--- config.mk ---
export PLATFORM = sky130hd
export DESIGN_NAME = uart_mmio
export DESIGN_NICKNAME = d
export VERILOG_FILES = /design/src/rtl/uart_mmio.sv
export SDC_FILE = /design/constraint.sdc
export NUM_CORES = 1
export LEC_CHECK = 0
export BUFFER_PORTS_ARGS = -buffer_cell sky130_fd_sc_hd__clkbuf_2
export CORE_MARGIN = 3
export CORE_UTILIZATION = 45
export CTS_CLUSTER_SIZE = 8
export DETAILED_ROUTE_END_ITERATION = 8
export MAX_ROUTING_LAYER = met4
export PLACE_DENSITY = 0.73
export SYNTH_ARGS = -nofsm -noshare
export SYNTH_HDL_FRONTEND = slang
export SYNTH_SLANG_ARGS = --single-unit
--- constraint.sdc ---
create_clock -name clk_i -period 7.65 [get_ports clk_i]
set_input_delay 0.3825 -clock clk_i [delete_from_list [all_inputs] [get_ports clk_i]]
set_output_delay 0.3825 -clock clk_i [all_outputs]
set_load 0.05 [all_outputs]
--- src/rtl/uart_mmio.sv ---
// uart_mmio - memory-mapped 8N1 UART for the MEM-stage data bus.
//
// Purpose:
//   Three-register UART (DATA, STATUS, CTRL) with separate TX and RX FIFOs,
//   sticky overrun / framing error flags and a level RX interrupt. The line
//   rate is CLK_FREQ/BAUD clock cycles per bit.
//
// Ports:
//   clk_i    system clock
//   rst_n_i  asynchronous active-low reset
//   cs_i     one-cycle access strobe
//   re_i     read access (qualified by cs_i; ignored when we_i is also set)
//   we_i     write access (qualified by cs_i)
//   addr_i   byte offset: 0x0 DATA, 0x4 STATUS, 0x8 CTRL, others read 0
//   wdata_i  write data
//   rdata_o  combinational read data for addr_i
//   irq_o    registered RX interrupt (rx_ie & rx_not_empty)
//   txd_o    serial output, idle high
//   rxd_i    asynchronous serial input
module uart_mmio #(
  parameter int CLK_FREQ = 50000000,
  parameter int BAUD     = 9600,
  parameter int TX_DEPTH = 16,
  parameter int RX_DEPTH = 16
) (
  input  logic        clk_i,
  input  logic        rst_n_i,
  input  logic        cs_i,
  input  logic        re_i,
  input  logic        we_i,
  input  logic [3:0]  addr_i,
  input  logic [31:0] wdata_i,
  output logic [31:0] rdata_o,
  output logic        irq_o,
  output logic        txd_o,
  input  logic        rxd_i
);

  localparam int DIV = CLK_FREQ / BAUD;
  localparam int CW  = $clog2(DIV + 1);
  localparam int TAW = $clog2(TX_DEPTH);
  localparam int RAW = $clog2(RX_DEPTH);
  localparam logic [CW-1:0] BIT_LAST  = CW'(DIV - 1);
  localparam logic [CW-1:0] HALF_LAST = CW'(DIV / 2 - 1);

  typedef enum logic [1:0] {TX_IDLE, TX_START, TX_DATA, TX_STOP} tx_state_t;
  typedef enum logic [1:0] {RX_IDLE, RX_START, RX_DATA, RX_STOP} rx_state_t;

  // Bus decode. A strobe with both re_i and we_i set is treated as a write,
  // so it must never pop the RX FIFO.
  logic sel_data, sel_status, sel_ctrl, wr_acc, rd_acc;
  assign sel_data   = (addr_i == 4'h0);
  assign sel_status = (addr_i == 4'h4);
  assign sel_ctrl   = (addr_i == 4'h8);
  assign wr_acc     = cs_i & we_i;
  assign rd_acc     = cs_i & re_i & ~we_i;

  logic unused_wdata;
  assign unused_wdata = ^wdata_i[31:8];

  // ---------------------------------------------------------------- TX FIFO
  logic [7:0]   tx_mem [TX_DEPTH];
  logic [TAW:0] tx_wr_ptr, tx_rd_ptr;
  logic         tx_empty, tx_full, tx_push, tx_pop;
  logic [7:0]   tx_head;

  // Pointers carry one extra wrap bit: equal pointers mean empty, equal
  // index with differing wrap bits means full.
  assign tx_empty = (tx_wr_ptr == tx_rd_ptr);
  assign tx_full  = (tx_wr_ptr[TAW] != tx_rd_ptr[TAW]) &&
                    (tx_wr_ptr[TAW-1:0] == tx_rd_ptr[TAW-1:0]);
  assign tx_head  = tx_mem[tx_rd_ptr[TAW-1:0]];
  // A write that lands on the same edge as the transmitter's pop is accepted
  // even when full; it overwrites the slot being read out this cycle.
  assign tx_push  = wr_acc & sel_data & (~tx_full | tx_pop);

  // TX FIFO storage needs no reset; only the pointers define its contents.
  always_ff @(posedge clk_i) begin
    if (tx_push) tx_mem[tx_wr_ptr[TAW-1:0]] <= wdata_i[7:0];
  end

  // TX FIFO pointer update.
  always_ff @(posedge clk_i or negedge rst_n_i) begin
    if (!rst_n_i) begin
      tx_wr_ptr <= '0;
      tx_rd_ptr <= '0;
    end else begin
      if (tx_push) tx_wr_ptr <= tx_wr_ptr + 1'b1;
      if (tx_pop)  tx_rd_ptr <= tx_rd_ptr + 1'b1;
    end
  end

  // ----------------------------------------------------------------- TX FSM
  tx_state_t     tx_state_q, tx_state_d;
  logic [CW-1:0] tx_cnt_q, tx_cnt_d;
  logic [2:0]    tx_bit_q, tx_bit_d;
  logic [7:0]    tx_shift_q, tx_shift_d;
  logic          txd_q, txd_d;

  // TX state and datapath registers. txd_o is registered so the line only
  // changes on bit boundaries.
  always_ff @(posedge clk_i or negedge rst_n_i) begin
    if (!rst_n_i) begin
      tx_state_q <= TX_IDLE;
      tx_cnt_q   <= '0;
      tx_bit_q   <= '0;
      tx_shift_q <= '0;
      txd_q      <= 1'b1;
    end else begin
      tx_state_q <= tx_state_d;
      tx_cnt_q   <= tx_cnt_d;
      tx_bit_q   <= tx_bit_d;
      tx_shift_q <= tx_shift_d;
      txd_q      <= txd_d;
    end
  end

  // TX next state. Every state lasts DIV cycles; the shift register moves
  // right so the next data bit is always at index 1 when a bit ends. STOP
  // chains straight into START when another byte is waiting.
  always_comb begin
    tx_state_d = tx_state_q;
    tx_cnt_d   = tx_cnt_q;
    tx_bit_d   = tx_bit_q;
    tx_shift_d = tx_shift_q;
    txd_d      = txd_q;
    tx_pop     = 1'b0;
    case (tx_state_q)
      TX_IDLE: begin
        txd_d = 1'b1;
        if (!tx_empty) begin
          tx_pop     = 1'b1;
          tx_shift_d = tx_head;
          tx_cnt_d   = '0;
          txd_d      = 1'b0;
          tx_state_d = TX_START;
        end
      end
      TX_START: begin
        if (tx_cnt_q == BIT_LAST) begin
          tx_cnt_d   = '0;
          tx_bit_d   = '0;
          txd_d      = tx_shift_q[0];
          tx_state_d = TX_DATA;
        end else begin
          tx_cnt_d = tx_cnt_q + CW'(1);
        end
      end
      TX_DATA: begin
        if (tx_cnt_q == BIT_LAST) begin
          tx_cnt_d = '0;
          if (tx_bit_q == 3'd7) begin
            txd_d      = 1'b1;
            tx_state_d = TX_STOP;
          end else begin
            tx_bit_d   = tx_bit_q + 3'd1;
            tx_shift_d = {1'b0, tx_shift_q[7:1]};
            txd_d      = tx_shift_q[1];
          end
        end else begin
          tx_cnt_d = tx_cnt_q + CW'(1);
        end
      end
      TX_STOP: begin
        if (tx_cnt_q == BIT_LAST) begin
          tx_cnt_d = '0;
          if (!tx_empty) begin
            tx_pop     = 1'b1;
            tx_shift_d = tx_head;
            txd_d      = 1'b0;
            tx_state_d = TX_START;
          end else begin
            tx_state_d = TX_IDLE;
          end
        end else begin
          tx_cnt_d = tx_cnt_q + CW'(1);
        end
      end
      default: tx_state_d = TX_IDLE;
    endcase
  end

  assign txd_o = txd_q;

  // ---------------------------------------------------------------- RX FIFO
  logic [7:0]   rx_mem [RX_DEPTH];
  logic [RAW:0] rx_wr_ptr, rx_rd_ptr;
  logic         rx_empty, rx_full, rx_push_req, rx_push, rx_pop;
  logic [7:0]   rx_head;

  assign rx_empty = (rx_wr_ptr == rx_rd_ptr);
  assign rx_full  = (rx_wr_ptr[RAW] != rx_rd_ptr[RAW]) &&
                    (rx_wr_ptr[RAW-1:0] == rx_rd_ptr[RAW-1:0]);
  assign rx_head  = rx_mem[rx_rd_ptr[RAW-1:0]];
  assign rx_pop   = rd_acc & sel_data & ~rx_empty;
  // A CPU pop on the same edge frees a slot, so a received byte is never
  // lost to a full FIFO that is being drained that cycle.
  assign rx_push  = rx_push_req & (~rx_full | rx_pop);

  // RX FIFO storage.
  always_ff @(posedge clk_i) begin
    if (rx_push) rx_mem[rx_wr_ptr[RAW-1:0]] <= rx_shift_q;
  end

  // RX FIFO pointer update.
  always_ff @(posedge clk_i or negedge rst_n_i) begin
    if (!rst_n_i) begin
      rx_wr_ptr <= '0;
      rx_rd_ptr <= '0;
    end else begin
      if (rx_push) rx_wr_ptr <= rx_wr_ptr + 1'b1;
      if (rx_pop)  rx_rd_ptr <= rx_rd_ptr + 1'b1;
    end
  end

  // ----------------------------------------------------------------- RX FSM
  logic rx_sync1, rx_sync2, rx_last;

  // Two-flop synchroniser plus one history flop for falling-edge detection.
  // All reset to the idle-high line level so reset never looks like an edge.
  always_ff @(posedge clk_i or negedge rst_n_i) begin
    if (!rst_n_i) begin
      rx_sync1 <= 1'b1;
      rx_sync2 <= 1'b1;
      rx_last  <= 1'b1;
    end else begin
      rx_sync1 <= rxd_i;
      rx_sync2 <= rx_sync1;
      rx_last  <= rx_sync2;
    end
  end

  rx_state_t     rx_state_q, rx_state_d;
  logic [CW-1:0] rx_cnt_q, rx_cnt_d;
  logic [2:0]    rx_bit_q, rx_bit_d;
  logic [7:0]    rx_shift_q, rx_shift_d;
  logic          frame_err_set;

  // RX state and datapath registers.
  always_ff @(posedge clk_i or negedge rst_n_i) begin
    if (!rst_n_i) begin
      rx_state_q <= RX_IDLE;
      rx_cnt_q   <= '0;
      rx_bit_q   <= '0;
      rx_shift_q <= '0;
    end else begin
      rx_state_q <= rx_state_d;
      rx_cnt_q   <= rx_cnt_d;
      rx_bit_q   <= rx_bit_d;
      rx_shift_q <= rx_shift_d;
    end
  end

  // RX next state. The start bit is checked at its midpoint, after which
  // every sample lands one full bit later, i.e. mid-bit. Leaving STOP right
  // after its sample gives half a bit of slack to catch the next start edge.
  always_comb begin
    rx_state_d    = rx_state_q;
    rx_cnt_d      = rx_cnt_q;
    rx_bit_d      = rx_bit_q;
    rx_shift_d    = rx_shift_q;
    rx_push_req   = 1'b0;
    frame_err_set = 1'b0;
    case (rx_state_q)
      RX_IDLE: begin
        if (rx_last && !rx_sync2) begin
          rx_cnt_d   = '0;
          rx_state_d = RX_START;
        end
      end
      RX_START: begin
        if (rx_cnt_q == HALF_LAST) begin
          rx_cnt_d = '0;
          if (rx_sync2) begin
            rx_state_d = RX_IDLE;
          end else begin
            rx_bit_d   = '0;
            rx_state_d = RX_DATA;
          end
        end else begin
          rx_cnt_d = rx_cnt_q + CW'(1);
        end
      end
      RX_DATA: begin
        if (rx_cnt_q == BIT_LAST) begin
          rx_cnt_d   = '0;
          rx_shift_d = {rx_sync2, rx_shift_q[7:1]};
          if (rx_bit_q == 3'd7) rx_state_d = RX_STOP;
          else                  rx_bit_d   = rx_bit_q + 3'd1;
        end else begin
          rx_cnt_d = rx_cnt_q + CW'(1);
        end
      end
      RX_STOP: begin
        if (rx_cnt_q == BIT_LAST) begin
          rx_cnt_d   = '0;
          rx_state_d = RX_IDLE;
          if (rx_sync2) rx_push_req   = 1'b1;
          else          frame_err_set = 1'b1;
        end else begin
          rx_cnt_d = rx_cnt_q + CW'(1);
        end
      end
      default: rx_state_d = RX_IDLE;
    endcase
  end

  // ------------------------------------------------------ flags, CTRL, IRQ
  logic rx_overrun, frame_err, rx_ie, overrun_set, tx_idle;
  assign overrun_set = rx_push_req & rx_full & ~rx_pop;
  assign tx_idle     = tx_empty & (tx_state_q == TX_IDLE);

  // Sticky flags are write-1-to-clear; a set in the same cycle as a clear
  // wins so no error event is ever lost. irq_o lags the FIFO state by one cycle.
  always_ff @(posedge clk_i or negedge rst_n_i) begin
    if (!rst_n_i) begin
      rx_overrun <= 1'b0;
      frame_err  <= 1'b0;
      rx_ie      <= 1'b0;
      irq_o      <= 1'b0;
    end else begin
      rx_overrun <= overrun_set |
                    (rx_overrun & ~(wr_acc & sel_status & wdata_i[2]));
      frame_err  <= frame_err_set |
                    (frame_err & ~(wr_acc & sel_status & wdata_i[4]));
      if (wr_acc && sel_ctrl) rx_ie <= wdata_i[0];
      irq_o <= rx_ie & ~rx_empty;
    end
  end

  // Read mux, purely combinational on addr_i and current state.
  always_comb begin
    rdata_o = '0;
    if (sel_data) begin
      if (!rx_empty) rdata_o = {24'b0, rx_head};
    end else if (sel_status) begin
      rdata_o = {27'b0, frame_err, tx_idle, rx_overrun, ~rx_empty, ~tx_full};
    end else if (sel_ctrl) begin
      rdata_o = {31'b0, rx_ie};
    end
  end

endmodule
# --- Word level (Yosys, flattened, before mapping) ---
# Memories as Yosys holds them, arrays and structs flattened.
# Cells that the tools add are included.
classes:
  add_sub_neg: 8
  eq_ne: 33
  n_mux: 59
  bitwise_logic: 28
  reduce_logical: 20
ops:
  columns: ["operator", "count"]
  rows:
  - ["13-bit 2-to-1 mux", 5]
  - ["8-bit 2-to-1 mux", 5]
  - ["13-bit case mux with 3 select lines", 1]
  - ["32-bit 2-to-1 mux", 1]
  - ["2-bit inequality test, second input constant", 14]
  - ["13-bit by 1-bit adder with 13-bit output, second input constant", 2]
  - ["13-bit equality test, second input constant", 2]
  - ["13-bit case mux with 2 select lines", 1]
  - ["8-bit case mux with 3 select lines", 1]
  - ["2-bit 2-to-1 mux", 11]
  - ["3-bit 2-to-1 mux", 7]
  - ["5-bit by 1-bit adder with 5-bit output, second input constant", 4]
  - ["1-bit 2-to-1 mux", 20]
  - ["1-bit AND", 17]
  - ["2-bit case mux with 4 select lines", 2]
  - ["5-bit AND reduction", 3]
  - ["13-bit by 12-bit equality test with 1-bit output, second input constant", 1]
  - ["3-bit case mux with 2 select lines", 2]
  - ["4-bit AND reduction", 3]
  - ["5-bit equality test", 2]
  - ["2-bit equality test, second input constant", 4]
  - ["4-bit equality test", 2]
  - ["1-bit inverter", 7]
  - ["3-bit by 1-bit adder with 3-bit output, second input constant", 2]
  - ["18 further kinds", 29]
totals:
  ff_bits: 80
  ramBits: 256
  inputBits: 42
  out_inout_bits: 34
  elab_cells: 170
  n_memories: 2
memory_table:
  columns: ["name", "depth", "width", "read_ports", "rd_clocked_by_memory_dff", "wr", "line", "rtl"]
  rows:
  - ["rx_mem", 16, 8, 1, 0, 1, "186", "logic [7:0] rx_mem [RX_DEPTH];"]
  - ["tx_mem", 16, 8, 1, 0, 1, "62", "logic [7:0] tx_mem [TX_DEPTH];"]

# --- Logic depth before layout (Yosys ltp) ---
depth:
  ltp_word: 8
  ltp_mapped: 8
  ltp_nobuf: 7

# --- Worst setup path before layout ---
# No wires, ideal clock.
synth_timing:
  path_type: "register to register"
  start: "register rx_cnt_q[0]"
  end: "memory rx_mem[3][0], enable pin"
  setup_time_ns: 0.383
  t_arrival_ns: 2.270
  required_ns: 7.267
  path_slack_ns: 4.997
  stages_incl_launch_ff: 7
  n_path_buf: 0
  period_less_slack_ns: 2.653
  path_cell_list: "dfrtp_1 ha_1 and4bb_2 nand4_4 a311oi_4 nand2_2 nor3_1"
synth_via:
  elab_chain_len: 6
synth_lines:
  columns: ["element", "line", "rtl"]
  rows:
  - ["start: declaration", "234", "logic [CW-1:0] rx_cnt_q, rx_cnt_d;"]
  - ["start signal: assignment", "248", "rx_cnt_q <= rx_cnt_d;"]
  - ["13-bit equality test", "295", "if (rx_cnt_q == BIT_LAST) begin"]
  - ["1-bit 2-to-1 mux", "295", null]
  - ["1-bit 2-to-1 mux", "264", "case (rx_state_q)"]
  - ["1-bit AND", "198", "assign rx_push = rx_push_req & (~rx_full | rx_pop);"]
  - ["1-bit 2-to-1 mux", "202", "if (rx_push) rx_mem[rx_wr_ptr[RAW-1:0]] <= rx_shift_q;"]
  - ["1-bit 2-to-1 mux (not written as such)", "202", null]
  - ["end: declaration", "186", null]
# No other way between the ends.

# --- Worst setup path after layout ---
layout_timing:
  start: "register tx_rd_ptr[2]"
  end: "output rdata_o[3]"
layout_via:
  elab_chain_len: 4
layout_lines:
  columns: ["element", "line", "rtl"]
  rows:
  - ["start: declaration", "63", "logic [TAW:0] tx_wr_ptr, tx_rd_ptr;"]
  - ["start signal: assignment", "89", "if (tx_pop) tx_rd_ptr <= tx_rd_ptr + 1'b1;"]
  - ["5-bit equality test", "69", "assign tx_empty = (tx_wr_ptr == tx_rd_ptr);"]
  - ["1-bit AND", "311", "assign tx_idle = tx_empty & (tx_state_q == TX_IDLE);"]
  - ["5-bit 2-to-1 mux", "336", "end else if (sel_status) begin"]
  - ["32-bit 2-to-1 mux", "334", "if (sel_data) begin"]
  - ["end: declaration", "33", "output logic [31:0] rdata_o,"]
# No other way between the ends.

==> run_results.csv <==
group,metric,value,unit
run_status,outcome,"complete, no violations",
logic_synthesis,synth_warnings,0,
sta,fin_ws,4150,ps
worst_setup_path,r2r_start,"tx_state_q[0]$_DFFE_PN0P_",
logic_synthesis,synth_area_per_cell,16.2,µm²
sta,timing.final.crit_period,3500,ps
sta,rsz0062_at_grt,"no",
drt,via_per_inst,5.52,
placed_design,port-buffer-count,27,
floorplan,start_util,0.460,
logic_synthesis,async_flop_share,0.238,
clock_network,cts_setup_buffers,0,
power,p_switching,1.39,mW
sta,relSlewSlack,0.157,
logic_synthesis,syn-cell-area,14600,µm²
power,vdd_ir_drop_max,201,µV
floorplan,rows,65,
power,power_density,305,nW/µm²
power,p_leak,6.28,nW
placed_design,detailed_place_hpwl,17.4,mm
floorplan,core_area,31800,µm²
floorplan,dieHeight,186,µm
sta,finalSetupViolations,0,
worst_hold_path,hold_class,"in2reg",
grt,grt_pass1_wl,44.2,mm
worst_setup_path,endpoint_kind,"output pin",
drt,wl_per_cell,19.6,µm
clock_network,cts_hold_buf,2,
logic_synthesis,ys_ff_latch,336,
clock_network,clk_latency,550,ps
clock_network,clkSinkCount,336,
sta,fmax,0.286,GHz
grt,grt_max_degree,55,
power,p_int,3.65,mW
clock_network,path_clk_slew,50,ps
worst_setup_path,rrSetupSlack,4440,ps
drt,postRouteAntennaNets,0,
floorplan,dieArea,34700,µm²
sta,slew_violations,0,
logic_synthesis,yosysUniqueCellTypes,66,
clock_network,clockBufferDepth,3,
grt,antenna_found_initial,1,
worst_setup_path,arrival,3120,ps
logic_synthesis,synth-edff-count,256,
cells_and_area,layout-drive-gt1-share,0.189,
power,power.share.switching,0.275,
drt,drt_wl_total,27.8,mm
clock_network,htreeDepth,2,
cells_and_area,nets,1008,
power,clkPwrFrac,0.379,
grt,grt.overflow.total,0,
sta,worst_pin_slew,1260,ps
logic_synthesis,yosysSeqAreaShare,0.663,
power,p_seq_frac,0.428,
sta,clock_skew,33.1,ps
clock_network,cts-root-buf,"clkbuf_16",
clock_network,cts_resized,0,
drt,first_pass_iters,4,
flow_run,max_cap_violations,0,
grt,grt_usage,0.168,
sta,totalNegativeSetupSlack,0,ps
worst_hold_path,hold_end,"rx_ie$_DFFE_PN0P_",
worst_hold_path,hold_depth,3,
floorplan,ioPinCount,76,
worst_setup_path,worstPathMaxFanout,16,
worst_setup_path,crit_required,7270,ps
drt,vias,7844,
worst_hold_path,hp-start,"cs_i",
logic_synthesis,syn-instance-count,901,
worst_setup_path,reg2reg_depth,6,
sta,hold_violations,0,
clock_network,cts_tree,"built",
worst_setup_path,worst_r2r_endpoint,"tx_mem[15][2]$_DFFE_PP_",
placed_design,gp_congestion,0.818,
drt,drc,0,
power,pwr-share-comb,0.193,
worst_setup_path,path_class,"reg2out",
worst_setup_path,start_kind,"register",
logic_synthesis,yosys_most_used_dff,"edfxtp_1",
cells_and_area,area_delta_synth_final,12.7,%
clock_network,cts_made_buffers,47,
drt,drt_iter0_markers,582,
grt,grt_pass1_vias,7843,
sta,fin_crit_sh,0.458,
floorplan,die_w,186,µm
placed_design,pre_cts_slack,4400,ps
[stage by stage]
step / util / cells / power (mW) / hold WS (ps) / area [µm²]
2_1_floorplan: - / 924 / 2.95 / 86.9 / 14700
3_3_place_gp: 0.474 / 1329 / 3.13 / 315 / 15100
3_5_place_dp: 0.474 / 1329 / 3.16 / 319 / 15100
4_1_cts: 0.518 / 1419 / 5.07 / 243 / 16500
5_1_grt: 0.518 / 1420 / 5.28 / 276 / 16500
6_report: 0.518 / 1420 / 5.03 / 272 / 16500
[state kept, by name, summed over array words and instances, names as in the netlist, 2 cells and up, named ones only]
| signal | flops |
|---|---|
| tx_cnt_q | 13 |
| rx_rd_ptr | 5 |
| tx_rd_ptr | 5 |
| tx_state_q | 2 |
| tx_bit_q | 3 |
| tx_shift_q | 8 |
| rx_cnt_q | 13 |
| tx_mem | 128 |
| rx_shift_q | 8 |
| tx_wr_ptr | 5 |
| rx_wr_ptr | 5 |
| rx_mem | 128 |
| rx_bit_q | 3 |
[cells in the mapped netlist (4+ instances only)]
master / instances / area [µm²]
o21ai_1: 4 / 20.0
dfrtp_1: 76 / 1900
nand2b_1: 9 / 56.3
a211oi_1: 8 / 60.1
mux2_2: 19 / 214
and2_1: 8 / 50.1
inv_1: 16 / 60.1
and4bb_2: 4 / 50.1
o21ai_0: 27 / 135
nand4_1: 9 / 56.3
a22oi_1: 13 / 97.6
a41oi_1: 4 / 35.0
and3_1: 25 / 156
nand2_2: 4 / 25.0
a31oi_1: 15 / 93.8
nor3_1: 5 / 25.0
ha_1: 21 / 263
buf_4: 29 / 218
xor2_1: 15 / 131
buf_2: 15 / 75.1
edfxtp_1: 256 / 7690
xnor2_1: 16 / 140
nor2b_1: 15 / 93.8
a21oi_1: 20 / 100
mux2i_1: 37 / 370
dfstp_2: 4 / 105
a221oi_1: 6 / 52.6
clkbuf_1: 14 / 52.6
mux4_1: 5 / 131
nand2_1: 33 / 124
nor2_1: 28 / 105
buf_1: 5 / 18.8
mux4_2: 51 / 1150
o31ai_1: 12 / 90.1
nand3_1: 17 / 85.1
a22o_1: 10 / 87.6
[cells by family after synthesis]
kind of cell,Yosys count,synth area share
AND/OR/NAND/NOR,179,0.0736
buffers and inverters,82,0.0319
AO/OA/AOI/OAI,138,0.0662
other,1,0.000257
adder cells (fa/ha/maj),21,0.0180
flip-flops,336,0.663
multiplexers,113,0.128
XOR/XNOR,31,0.0186
[cells in the final DEF, fill, tap and decap left out, drive strengths merged, types with 24 or more instances in the layout]
cell type / netlist / layout
clkbuf: 14 / 112
and3: 25 / 25
dfrtp: 76 / 76
conb: 1 / 24
nor2: 28 / 28
edfxtp: 256 / 256
o21ai: 32 / 32
mux2i: 37 / 37
mux4: 56 / 56
nand2: 37 / 37
[cell type report]
type | count | area, µm²
Timing Repair Buffer | 38 | 225
Antenna cell | 1 | 2.50
Multi-Input combinational cell | 506 | 4550
Clock inverter | 2 | 46.3
Clock buffer | 86 | 1340
Fill cell | 2524 | 15300
Inverter | 16 | 60.1
Tap cell | 435 | 544
Sequential cell | 336 | 9700
[per-layer routing]
metal  GRT usage  routed length [µm]  vias up
li1            -                   -     3608
met1       0.235               12700     3972
met2       0.253               13000      224
met3      0.0397                1590       40
met4      0.0417                 490        0
met5           -                   0        -
[critical path, cell delays in order (launching register included)]
cell and delay [ps]:
dfrtp_1 760, xor2_1 200, nor4_4 380, and3_1 590, a32o_1 330, clkbuf_2 310
[worst max path at each step]
stage                        startpoint                endpoint  slack (ps)  depth (start not counted)
6_report       tx_rd_ptr[2]$_DFFE_PN0P_              rdata_o[3]        4150                          5
4_1_cts        rx_rd_ptr[0]$_DFFE_PN0P_              rdata_o[2]        4060                          7
5_1_grt        rx_rd_ptr[0]$_DFFE_PN0P_              rdata_o[2]        3950                          7
3_5_place_dp   rx_rd_ptr[0]$_DFFE_PN0P_  rx_mem[1][5]$_DFFE_PP_        4400                          6
2_1_floorplan   rx_cnt_q[0]$_DFFE_PN0P_  rx_mem[3][0]$_DFFE_PP_        5000                          6
3_3_place_gp   rx_rd_ptr[0]$_DFFE_PN0P_  rx_mem[5][6]$_DFFE_PP_        4460                          6
[power groups by stage]
stage / logic, mW / registers [mW] / clock network, mW
floorplan: 0.811 / 2.14 / 0
global placement: 0.954 / 2.18 / 0
detailed placement: 0.974 / 2.18 / 0
CTS: 0.979 / 2.15 / 1.94
global route: 1.07 / 2.17 / 2.04
finish: 0.969 / 2.15 / 1.91
Note: power is estimated with default switching activity, not from simulation.
